## config.mk

```make
export PLATFORM = sky130hd
export DESIGN_NAME = pe_feeder
export DESIGN_NICKNAME = d
export VERILOG_FILES = /design/src/rtl/pe_feeder.sv
export SDC_FILE = /design/constraint.sdc
export NUM_CORES = 1
export LEC_CHECK = 0
export CORE_MARGIN = 2
export CORE_UTILIZATION = 56
export CTS_BUF_LIST = sky130_fd_sc_hd__clkbuf_16
export DETAILED_ROUTE_END_ITERATION = 12
export GPL_TIMING_DRIVEN = 0
export PLACE_DENSITY_LB_ADDON = 0.05
export SYNTH_ARGS = -nofsm -noshare
export SYNTH_HDL_FRONTEND = slang
export SYNTH_SLANG_ARGS = --single-unit
```

## constraint.sdc

```tcl
create_clock -name clk -period 6.2 [get_ports clk]
set_input_delay 1.24 -clock clk [delete_from_list [all_inputs] [get_ports clk]]
set_output_delay 1.24 -clock clk [all_outputs]
set_load 0.01 [all_outputs]
```

## src/rtl/pe_feeder.sv

```systemverilog
// Memory-side feeder for a single PE: loads K filter taps, streams ifmap samples
// paired with the matching weight, and collects returned partial sums in a result FIFO.
module pe_feeder #(
    parameter int DATA_WIDTH = 16,
    parameter int MAX_K      = 7,
    parameter int RES_DEPTH  = 4
) (
    input  logic                      clk,
    input  logic                      rst,
    input  logic                      cfg_start,
    input  logic [2:0]                cfg_kernel_size,
    input  logic [15:0]               cfg_num_out,
    input  logic                      w_valid,
    output logic                      w_ready,
    input  logic [DATA_WIDTH-1:0]     w_data,
    input  logic                      x_valid,
    output logic                      x_ready,
    input  logic [DATA_WIDTH-1:0]     x_data,
    output logic                      pe_ready,
    output logic [DATA_WIDTH-1:0]     pe_ifmap,
    output logic [DATA_WIDTH-1:0]     pe_fltr,
    output logic [2*DATA_WIDTH-1:0]   pe_psum,
    output logic [2:0]                pe_kernel_size,
    input  logic                      pe_valid,
    input  logic [2*DATA_WIDTH-1:0]   pe_psum_in,
    output logic                      res_valid,
    input  logic                      res_ready,
    output logic [2*DATA_WIDTH-1:0]   res_data,
    output logic                      busy,
    output logic                      done,
    output logic                      err
);

    localparam int PW = (RES_DEPTH > 1) ? $clog2(RES_DEPTH) : 1;
    localparam int CW = $clog2(RES_DEPTH + 1);

    typedef enum logic [1:0] {IDLE, LOAD_W, STREAM, DRAIN} state_t;

    state_t                  state;
    logic [DATA_WIDTH-1:0]   weight [MAX_K];
    logic [2*DATA_WIDTH-1:0] fifo_mem [RES_DEPTH];
    logic [PW-1:0]           wr_ptr;
    logic [PW-1:0]           rd_ptr;
    logic [CW-1:0]           fifo_count;
    logic [2:0]              k_reg;
    logic [2:0]              idx;
    logic [2:0]              tap;
    logic [15:0]             num_out;
    logic [15:0]             issued;
    logic [15:0]             outstanding;
    logic [15:0]             collected;

    logic w_beat, x_beat, fifo_pop, fifo_full, tap_wrap;
    logic psum_accept, psum_reject, cfg_ok;

    // x_ready reserves a FIFO slot for every sum still in flight so a returning
    // result can never find the FIFO full.
    assign w_ready  = (state == LOAD_W);
    assign x_ready  = (state == STREAM) && (issued != num_out) &&
                      (({1'b0, outstanding} + 17'(fifo_count)) < 17'(RES_DEPTH));
    assign busy     = (state != IDLE);
    assign pe_psum  = '0;
    assign pe_kernel_size = (state == IDLE) ? 3'd0 : k_reg;
    assign res_valid = (fifo_count != '0);
    assign res_data  = res_valid ? fifo_mem[rd_ptr] : '0;

    assign w_beat    = w_valid & w_ready;
    assign x_beat    = x_valid & x_ready;
    assign fifo_pop  = res_valid & res_ready;
    assign fifo_full = (fifo_count == CW'(RES_DEPTH));
    assign tap_wrap  = x_beat && (tap == k_reg - 3'd1);
    assign cfg_ok    = (cfg_kernel_size != 3'd0) && (cfg_kernel_size <= 3'(MAX_K)) &&
                       (cfg_num_out != 16'd0);
    // A pop in the same cycle frees the slot the push needs.
    assign psum_accept = pe_valid && (outstanding != 16'd0) && (!fifo_full || fifo_pop);
    assign psum_reject = pe_valid && !psum_accept;

    always_ff @(posedge clk) begin
        if (!rst && w_beat)      weight[idx]      <= w_data;
        if (!rst && psum_accept) fifo_mem[wr_ptr] <= pe_psum_in;
    end

    always_ff @(posedge clk) begin
        if (rst) begin
            state       <= IDLE;
            wr_ptr      <= '0;
            rd_ptr      <= '0;
            fifo_count  <= '0;
            k_reg       <= '0;
            idx         <= '0;
            tap         <= '0;
            num_out     <= '0;
            issued      <= '0;
            outstanding <= '0;
            collected   <= '0;
            pe_ready    <= 1'b0;
            pe_ifmap    <= '0;
            pe_fltr     <= '0;
            done        <= 1'b0;
            err         <= 1'b0;
        end else begin
            done     <= 1'b0;
            pe_ready <= 1'b0;
            if (psum_reject) err <= 1'b1;

            if (psum_accept) begin
                wr_ptr    <= (wr_ptr == PW'(RES_DEPTH - 1)) ? '0 : wr_ptr + PW'(1);
                collected <= collected + 16'd1;
            end
            if (fifo_pop) rd_ptr <= (rd_ptr == PW'(RES_DEPTH - 1)) ? '0 : rd_ptr + PW'(1);
            case ({psum_accept, fifo_pop})
                2'b10:   fifo_count <= fifo_count + CW'(1);
                2'b01:   fifo_count <= fifo_count - CW'(1);
                default: fifo_count <= fifo_count;
            endcase
            case ({tap_wrap, psum_accept})
                2'b10:   outstanding <= outstanding + 16'd1;
                2'b01:   outstanding <= outstanding - 16'd1;
                default: outstanding <= outstanding;
            endcase

            unique case (state)
                IDLE: begin
                    if (cfg_start && cfg_ok) begin
                        k_reg     <= cfg_kernel_size;
                        num_out   <= cfg_num_out;
                        idx       <= '0;
                        tap       <= '0;
                        issued    <= '0;
                        collected <= '0;
                        state     <= LOAD_W;
                    end
                end
                LOAD_W: begin
                    if (w_beat) begin
                        idx <= idx + 3'd1;
                        if (idx == k_reg - 3'd1) state <= STREAM;
                    end
                end
                STREAM: begin
                    if (x_beat) begin
                        pe_ready <= 1'b1;
                        pe_ifmap <= x_data;
                        pe_fltr  <= weight[tap];
                        if (tap_wrap) begin
                            tap    <= '0;
                            issued <= issued + 16'd1;
                            if (issued + 16'd1 == num_out) state <= DRAIN;
                        end else begin
                            tap <= tap + 3'd1;
                        end
                    end
                end
                DRAIN: begin
                    if ((collected == num_out) && (fifo_count == '0)) begin
                        done  <= 1'b1;
                        state <= IDLE;
                    end
                end
                default: state <= IDLE;
            endcase
        end
    end

endmodule

```

==> impl_metrics.prom, run 1 <==
# TYPE chip_impl_metric gauge
chip_impl_metric{name="core-area",unit="mm2"} 0.0280
chip_impl_metric{name="start_util",unit="%"} 57.3
chip_impl_metric{name="crit_fanout",unit=""} 15
chip_impl_info{name="crit_path_frequent_cell",value="sky130_fd_sc_hd__ha_1"} 1
chip_impl_metric{name="syn_area",unit="mm2"} 0.0161
chip_impl_metric{name="die_w",unit="um"} 173
chip_impl_metric{name="chipHeight",unit="um"} 173
chip_impl_metric{name="post_cts_gate_resize_count",unit=""} 0
chip_impl_info{name="start_kind",value="flip-flop"} 1
chip_impl_info{name="synth_ff_type",value="sky130_fd_sc_hd__edfxtp_1"} 1
chip_impl_metric{name="clock_latency_reported_for_the_late_side_of_the_worst_skew_pair",unit="ps"} 530
chip_impl_info{name="cp_cell_sequence",value="ha_1 -> nand4_2 -> a21oi_2 -> mux2_2 -> or2_4 -> nor4_4 -> inv_4 -> ha_1 -> ha_1 -> nor2b_1 -> o21a_1 -> o21ai_0 -> a21oi_1 -> nor3_1 -> o31ai_1 -> or4b_2 -> o211ai_1"} 1
chip_impl_metric{name="antenna_found_initial",unit=""} 0
chip_impl_metric{name="hold_viol_final",unit=""} 0
chip_impl_metric{name="drive_gt1_share",unit="%"} 12.0
chip_impl_metric{name="total_number_of_clock_tree_sinks",unit=""} 359
chip_impl_metric{name="ys_async_sr_fraction",unit="%"} 0
chip_impl_metric{name="finalCoreUtilization",unit="%"} 70.0
chip_impl_metric{name="cts_hold_buf",unit=""} 0
chip_impl_metric{name="first_global_vias",unit=""} 10300
chip_impl_metric{name="route.detailed.vias_per_inst",unit=""} 5.51
chip_impl_metric{name="max_cap_viol_count",unit=""} 0
chip_impl_metric{name="combined_flip_flop_and_latch_cell_area",unit="mm2"} 0.00959
chip_impl_info{name="hold_path_class",value="reg2reg"} 1
chip_impl_metric{name="detailedRoute.firstPassIterationCount",unit=""} 5
chip_impl_metric{name="critical_path_buf_inv_count",unit=""} 1
chip_impl_metric{name="first_pass_grt_wire_length",unit="um"} 55700
chip_impl_metric{name="synthesized_netlist_cell_count",unit=""} 1270
chip_impl_metric{name="route.final.wire_length",unit="um"} 35300
chip_impl_metric{name="timing_worst_slew_pin_value",unit="ps"} 1010
chip_impl_info{name="tritoncts",value="built"} 1
chip_impl_metric{name="achievable-frequency",unit="GHz"} 0.188
chip_impl_metric{name="worst_case_clock_buffer_depth",unit=""} 3
chip_impl_metric{name="route.detailed.wl_per_inst",unit="um"} 18.4
chip_impl_metric{name="cp_data_required_time",unit="ps"} 6640
chip_impl_info{name="cts-root-buf",value="sky130_fd_sc_hd__clkbuf_16"} 1
chip_impl_metric{name="finished_layout_cells",unit=""} 1917
chip_impl_info{name="cell_at_the_slowest_stage_of_the_critical_path",value="sky130_fd_sc_hd__or4b_2"} 1
chip_impl_metric{name="cts_made_buffers",unit=""} 38
chip_impl_metric{name="gpl.final_weighted_congestion",unit=""} 0.898
chip_impl_metric{name="final-setup-viol-count",unit=""} 0
chip_impl_metric{name="worst_ir_drop_vdd",unit="V"} 0.000226
chip_impl_metric{name="track_usage",unit="%"} 23.3
chip_impl_info{name="result_of_the_run",value="completed"} 1
chip_impl_metric{name="slew_viol_final",unit=""} 0
chip_impl_metric{name="ys_ff_latch",unit=""} 359
chip_impl_info{name="grt_setup_unrepaired",value="no"} 1
chip_impl_metric{name="drtIter0Drc",unit=""} 737
chip_impl_metric{name="synthesis.area_per_instance",unit="um2"} 12.6
chip_impl_metric{name="critPathArrivalTime",unit="ps"} 5760
chip_impl_info{name="worstSetupPathType",value="reg2reg"} 1
chip_impl_info{name="worst_setup_path_end_kind",value="flip-flop"} 1
chip_impl_metric{name="grt_max_degree",unit=""} 33
chip_impl_metric{name="worst_stage_delay_on_the_critical_path",unit="ps"} 660
chip_impl_info{name="reg.largest.list",value="fifo_mem x128, weight x112"} 1
chip_impl_metric{name="skew",unit="ps"} 12.5
chip_impl_info{name="largest_register",value="fifo_mem"} 1
chip_impl_metric{name="postCtsSetupRepairBufs",unit=""} 0
chip_impl_metric{name="placement.io_buffers",unit=""} 162
chip_impl_metric{name="largest_register_ffs",unit=""} 128
chip_impl_metric{name="nFillCells",unit=""} 2019
chip_impl_metric{name="finalWorstPathRequiredPeriod",unit="ps"} 5320
chip_impl_metric{name="synthToLayoutAreaGrowth",unit="%"} 22.2
chip_impl_metric{name="dpl.cell_count",unit=""} 1847
chip_impl_metric{name="route.vias.total",unit=""} 10600
chip_impl_metric{name="synth-edff-count",unit=""} 240
chip_impl_metric{name="floorplan.rows",unit=""} 61
chip_impl_metric{name="clock_tree.htree_level_count",unit=""} 2
chip_impl_info{name="cpLargestDelayFamily",value="simple AND/OR/NAND/NOR gates"} 1
chip_impl_metric{name="cts.clk_slew.worst_paths",unit="ps"} 60
chip_impl_metric{name="hpwlAfterDp",unit="um"} 24100
chip_impl_metric{name="finalNetCount",unit=""} 1633
chip_impl_metric{name="synth_seq_area_share",unit="%"} 59.7
chip_impl_metric{name="drc",unit=""} 0
chip_impl_metric{name="cellLeakagePower",unit="nW"} 6.90
chip_impl_metric{name="antenna-diode-count",unit=""} 0
chip_impl_metric{name="final.setup.tns",unit="ps"} 0
chip_impl_metric{name="power.density_cell_area",unit="mW/mm2"} 295
chip_impl_metric{name="ys_types",unit=""} 69
chip_impl_metric{name="slew-limit-headroom",unit="%"} 32.5
chip_impl_metric{name="ios",unit=""} 196
chip_impl_metric{name="global_route.overflow_total",unit=""} 0
chip_impl_metric{name="design.die.area",unit="mm2"} 0.0300
chip_impl_metric{name="multiInputGateArea",unit="mm2"} 0.00600
chip_impl_metric{name="yosysWarningCount",unit=""} 0
chip_impl_metric{name="drtAntennaViolNets",unit=""} 0
chip_impl_metric{name="crit_share_post_route",unit="%"} 85.7
per-layer routing:
layer	track usage, %	up-vias	share of wire, %
met4	5.61	0	1.7
met5	0	-	0
li1	-	5090	-
met2	40.8	291	50
met1	30.7	5128	43
met3	3.73	51	5.4
cell families (layout without fill, tap and decap cells):
family / count (synthesis) / count (layout) / synth area share (%)
fa+ha+maj: 34 / 34 / 2.74
xor+xnor: 79 / 79 / 4.40
flops: 359 / 359 / 59.7
mux: 102 / 102 / 10.1
other cells: 1 / 32 / 0.0234
simple gates: 401 / 401 / 12.6
buf+inv: 121 / 359 / 3.76
compound gates: 173 / 173 / 6.64
final timing paths:
check	from	endpoint	slack, ps	cells past startpoint
setup reg to reg	fifo_count[2]	outstanding[14]	880	17
setup / recovery	fifo_count[2]	outstanding[14]	880	17
hold reg to reg	pe_ifmap[14]	pe_ifmap[14]	450	2
hold / removal	pe_ifmap[14]	pe_ifmap[14]	450	2
stage by stage:
| stage | total power, mW | worst slack (ps) | instance area, um2 | hold WS (ps) |
|---|---|---|---|---|
| final | 5.78 | 884 | 19600 | 451 |
| after floorplan | 3.30 | 1540 | 16200 | 436 |
| after CTS | 5.82 | 933 | 19600 | 452 |
| after detailed placement | 3.65 | 612 | 18400 | 444 |
| after global routing | 6.01 | 603 | 19600 | 465 |
| after global placement | 3.62 | 618 | 18300 | 439 |
layout make-up:
type                            instances  area share (%)
Sequential cell                       359            48.9
Multi-Input combinational cell        821            30.6
Timing Repair Buffer                  168            8.90
Clock buffer                           39            4.97
Buffer                                 97            2.59
Tap cell                              378            2.41
Clock inverter                         31            1.16
Inverter                               24           0.485
layout by cell type (no fill, tap or decap), drive strengths merged, types with 32 or more instances in the layout:
cell type | Yosys | final
clkdlybuf4s50 | 0 | 162
and2 | 40 | 40
conb | 1 | 32
xor2 | 50 | 50
mux4 | 48 | 48
o21ai | 38 | 38
buf | 52 | 58
a21oi | 78 | 78
clkbuf | 45 | 84
inv | 24 | 37
nand2 | 128 | 128
mux2i | 50 | 50
edfxtp | 240 | 240
nor2 | 87 | 87
ha | 32 | 32
dfxtp | 119 | 119
power by group:
group,internal (mW),leakage (nW),switching [mW]
Sequential,2.63,3.12,0.0540
Combinational,0.411,3.14,0.507
Clock,1.27,0.634,0.912
synthesized netlist by cell type, types with 6 or more instances:
cell type | instances | area [um2]
sky130_fd_sc_hd__edfxtp_1 | 240 | 7210
sky130_fd_sc_hd__nor4_1 | 12 | 75.1
sky130_fd_sc_hd__nand4_1 | 18 | 113
sky130_fd_sc_hd__o21ai_0 | 37 | 185
sky130_fd_sc_hd__or3_1 | 17 | 106
sky130_fd_sc_hd__buf_4 | 33 | 248
sky130_fd_sc_hd__dfxtp_1 | 119 | 2380
sky130_fd_sc_hd__inv_1 | 22 | 82.6
sky130_fd_sc_hd__buf_2 | 10 | 50.1
sky130_fd_sc_hd__xnor2_1 | 28 | 245
sky130_fd_sc_hd__mux4_2 | 48 | 1080
sky130_fd_sc_hd__mux2i_1 | 50 | 500
sky130_fd_sc_hd__nor3_1 | 27 | 135
sky130_fd_sc_hd__a211oi_1 | 24 | 180
sky130_fd_sc_hd__clkbuf_1 | 45 | 169
sky130_fd_sc_hd__and3_1 | 6 | 37.5
sky130_fd_sc_hd__and4_1 | 6 | 52.6
sky130_fd_sc_hd__nand2b_1 | 11 | 68.8
sky130_fd_sc_hd__xor2_1 | 50 | 438
sky130_fd_sc_hd__nor2_1 | 87 | 327
sky130_fd_sc_hd__and2_1 | 40 | 250
sky130_fd_sc_hd__ha_1 | 32 | 400
sky130_fd_sc_hd__nand2_1 | 128 | 480
sky130_fd_sc_hd__nand3_1 | 21 | 105
sky130_fd_sc_hd__a21oi_1 | 77 | 385
sky130_fd_sc_hd__buf_1 | 8 | 30.0
worst register-to-register path: stages, from the launching register on:
cell	delay, ps
sky130_fd_sc_hd__dfxtp_1	350
sky130_fd_sc_hd__ha_1	360
sky130_fd_sc_hd__nand4_2	120
sky130_fd_sc_hd__a21oi_2	260
sky130_fd_sc_hd__mux2_2	400
sky130_fd_sc_hd__or2_4	260
sky130_fd_sc_hd__nor4_4	380
sky130_fd_sc_hd__inv_4	140
sky130_fd_sc_hd__ha_1	450
sky130_fd_sc_hd__ha_1	430
sky130_fd_sc_hd__nor2b_1	170
sky130_fd_sc_hd__o21a_1	180
sky130_fd_sc_hd__o21ai_0	310
sky130_fd_sc_hd__a21oi_1	160
sky130_fd_sc_hd__nor3_1	320
sky130_fd_sc_hd__o31ai_1	180
sky130_fd_sc_hd__or4b_2	660
sky130_fd_sc_hd__o211ai_1	110
No activity file was read; power rests on OpenSTA's default activity.
==> run 2, diff against run 1 <==
--- a/config.mk
+++ b/config.mk
@@ -7,7 +7,7 @@
 export LEC_CHECK = 0
 export CORE_MARGIN = 2
 export CORE_UTILIZATION = 56
-export CTS_BUF_LIST = sky130_fd_sc_hd__clkbuf_16
+export CTS_CLUSTER_DIAMETER = 100
 export DETAILED_ROUTE_END_ITERATION = 12
 export GPL_TIMING_DRIVEN = 0
 export PLACE_DENSITY_LB_ADDON = 0.05
==> run 2 against run 1 <==
Against the previous run:
- register-to-register slack is essentially flat
- first-iteration DRC count shrank 7.2%
- critical path type unchanged
- sequential share of layout area about the same
- combinational power barely moved
- sequential cell count is the same
- count of clock-buffer cells in the layout is 12 higher
- highest routed layer unchanged
- largest cell class unchanged
- fmax down 0.19%
- via count about the same
==> impl_metrics.prom, run 2 (synthesis gave the netlist of run 1 again) <==
# TYPE chip_impl_metric gauge
chip_impl_metric{name="detailedPlace.worstSlack",unit="ps"} 612
chip_impl_metric{name="placement.cell_area",unit="mm2"} 0.0184
chip_impl_metric{name="cts_made_buffers",unit=""} 38
chip_impl_metric{name="worst_ir_drop_vdd",unit="V"} 0.000239
chip_impl_metric{name="floorplan.rows",unit=""} 61
chip_impl_metric{name="finalNetCount",unit=""} 1633
chip_impl_metric{name="global_route.overflow_total",unit=""} 0
chip_impl_metric{name="power.density_cell_area",unit="mW/mm2"} 296
chip_impl_info{name="cts-root-buf",value="sky130_fd_sc_hd__clkbuf_16"} 1
chip_impl_metric{name="worst_slack",unit="ps"} 874
chip_impl_metric{name="start_util",unit="%"} 57.3
chip_impl_metric{name="slew-limit-headroom",unit="%"} 32.7
chip_impl_metric{name="p_int",unit="mW"} 4.34
chip_impl_metric{name="crit_fanout",unit=""} 15
chip_impl_metric{name="gpl.final_weighted_congestion",unit=""} 0.898
chip_impl_metric{name="design.die.area",unit="mm2"} 0.0300
chip_impl_metric{name="slew_viol_final",unit=""} 0
chip_impl_info{name="crit_path_frequent_cell",value="sky130_fd_sc_hd__ha_1"} 1
chip_impl_metric{name="final-setup-viol-count",unit=""} 0
chip_impl_metric{name="track_usage",unit="%"} 23.3
chip_impl_info{name="reg.largest.list",value="fifo_mem x128, weight x112"} 1
chip_impl_metric{name="netSwitchingFraction",unit="%"} 25.4
chip_impl_metric{name="total_number_of_clock_tree_sinks",unit=""} 359
chip_impl_metric{name="final.setup.tns",unit="ps"} 0
chip_impl_info{name="result_of_the_run",value="completed"} 1
chip_impl_metric{name="ios",unit=""} 196
chip_impl_metric{name="largest_register_ffs",unit=""} 128
chip_impl_metric{name="drive_gt1_share",unit="%"} 12.0
chip_impl_info{name="largest_register",value="fifo_mem"} 1
chip_impl_metric{name="drc",unit=""} 0
chip_impl_info{name="grt_setup_unrepaired",value="no"} 1
chip_impl_metric{name="total_switching_power",unit="mW"} 1.47
chip_impl_metric{name="die_w",unit="um"} 173
chip_impl_metric{name="post_route_cell_area",unit="mm2"} 0.0196
chip_impl_metric{name="grt_max_degree",unit=""} 33
chip_impl_metric{name="first_pass_grt_wire_length",unit="um"} 55700
chip_impl_metric{name="reg2reg_depth",unit=""} 17
chip_impl_info{name="cp_cell_sequence",value="ha_1 -> nand4_2 -> a21oi_2 -> mux2_2 -> or2_4 -> nor4_4 -> inv_4 -> ha_1 -> ha_1 -> nor2b_1 -> o21a_1 -> o21ai_0 -> a21oi_1 -> nor3_1 -> o31ai_1 -> or4b_2 -> o211ai_1"} 1
chip_impl_metric{name="worst_case_clock_buffer_depth",unit=""} 3
chip_impl_info{name="start_kind",value="flip-flop"} 1
chip_impl_metric{name="synthToLayoutAreaGrowth",unit="%"} 22.3
chip_impl_metric{name="skew",unit="ps"} 13.6
chip_impl_metric{name="cts_hold_buf",unit=""} 0
chip_impl_info{name="tritoncts",value="built"} 1
chip_impl_metric{name="drtAntennaViolNets",unit=""} 0
chip_impl_metric{name="fin_hold_ws",unit="ps"} 451
chip_impl_metric{name="hold_viol_final",unit=""} 0
chip_impl_info{name="worst_setup_path_end_kind",value="flip-flop"} 1
chip_impl_metric{name="finished_layout_cells",unit=""} 1917
chip_impl_metric{name="route.vias.total",unit=""} 10600
chip_impl_metric{name="first_global_vias",unit=""} 10300
chip_impl_metric{name="pwr-share-clk",unit="%"} 38.1
chip_impl_metric{name="placement.io_buffers",unit=""} 162
chip_impl_info{name="cell_at_the_slowest_stage_of_the_critical_path",value="sky130_fd_sc_hd__or4b_2"} 1
chip_impl_metric{name="antenna_found_initial",unit=""} 0
chip_impl_metric{name="route.detailed.wl_per_inst",unit="um"} 18.5
chip_impl_metric{name="fin_total_pwr",unit="mW"} 5.81
chip_impl_metric{name="post_cts_gate_resize_count",unit=""} 0
chip_impl_metric{name="combinationalPowerShare",unit="%"} 15.8
chip_impl_metric{name="chipHeight",unit="um"} 173
chip_impl_info{name="hold_path_class",value="reg2reg"} 1
chip_impl_metric{name="cellLeakagePower",unit="nW"} 6.86
chip_impl_metric{name="hold_depth",unit=""} 2
chip_impl_metric{name="core-area",unit="mm2"} 0.0280
chip_impl_metric{name="timing_worst_slew_pin_value",unit="ps"} 1010
chip_impl_metric{name="critPathArrivalTime",unit="ps"} 5770
chip_impl_metric{name="max_cap_viol_count",unit=""} 0
chip_impl_metric{name="finalWorstPathRequiredPeriod",unit="ps"} 5330
chip_impl_metric{name="hpwlAfterDp",unit="um"} 24100
chip_impl_metric{name="cp_data_required_time",unit="ps"} 6640
chip_impl_metric{name="dpl.cell_count",unit=""} 1847
chip_impl_info{name="final_common_cell",value="sky130_fd_sc_hd__edfxtp_1"} 1
chip_impl_metric{name="sequential_group_share_of_total_power",unit="%"} 46.1
chip_impl_metric{name="route.detailed.vias_per_inst",unit=""} 5.51
chip_impl_metric{name="cts.clk_slew.worst_paths",unit="ps"} 60
chip_impl_metric{name="worst_stage_delay_on_the_critical_path",unit="ps"} 660
chip_impl_metric{name="achievable-frequency",unit="GHz"} 0.188
chip_impl_metric{name="antenna-diode-count",unit=""} 0
chip_impl_metric{name="crit_share_post_route",unit="%"} 85.9
chip_impl_metric{name="detailedRoute.firstPassIterationCount",unit=""} 5
chip_impl_metric{name="route.final.wire_length",unit="um"} 35400
chip_impl_metric{name="postCtsSetupRepairBufs",unit=""} 0
chip_impl_metric{name="clock_tree.htree_level_count",unit=""} 2
chip_impl_info{name="worstSetupPathType",value="reg2reg"} 1
chip_impl_metric{name="drtIter0Drc",unit=""} 684
chip_impl_metric{name="finalCoreUtilization",unit="%"} 70.1
chip_impl_metric{name="clock_latency_reported_for_the_late_side_of_the_worst_skew_pair",unit="ps"} 530
chip_impl_info{name="most-common-layout-cells",value="sky130_fd_sc_hd__edfxtp_1 (240), sky130_fd_sc_hd__clkdlybuf4s50_1 (162), sky130_fd_sc_hd__nand2_1 (128)"} 1
## run 2: power by group through the flow
stage	Combinational (mW)	Clock [mW]	Sequential (mW)
3_5_place_dp	0.916	0	2.73
2_1_floorplan	0.572	0	2.73
6_report	0.919	2.21	2.68
4_1_cts	0.925	2.24	2.68
5_1_grt	1.01	2.35	2.69
3_3_place_gp	0.896	0	2.73
## run 2: area by class of cell
cell class,instances,area (um2)
Fill cell,2016,8380
Sequential cell,359,9590
Timing Repair Buffer,168,1750
Inverter,24,95.1
Multi-Input combinational cell,821,6000
Clock buffer,51,1030
Buffer,97,508
Tap cell,378,473
Clock inverter,19,183
## run 2: critical path: cells and delay by family, from the launching register on
kind,cells,cell delay [ps]
mux,1,400
simple gates,6,1910
flops,1,340
buf+inv,1,140
compound gates,6,1220
fa+ha+maj,3,1230
## run 2: routing by layer
metal  wire [um]  part of all wire (%)  vias up  track usage, %
met5           0                     0        -               0
met4         599                   1.7        0            5.61
met3        2010                   5.7       49            3.73
met2       17700                    50      305            40.8
met1       15100                    43     5122            30.7
li1            -                     -     5083               -
## run 2: worst paths after layout
check           startpoint              end  slack, ps
max reg2reg  fifo_count[2]  outstanding[14]        870
min           pe_ifmap[14]     pe_ifmap[14]        450
min reg2reg   pe_ifmap[14]     pe_ifmap[14]        450
max          fifo_count[2]  outstanding[14]        870
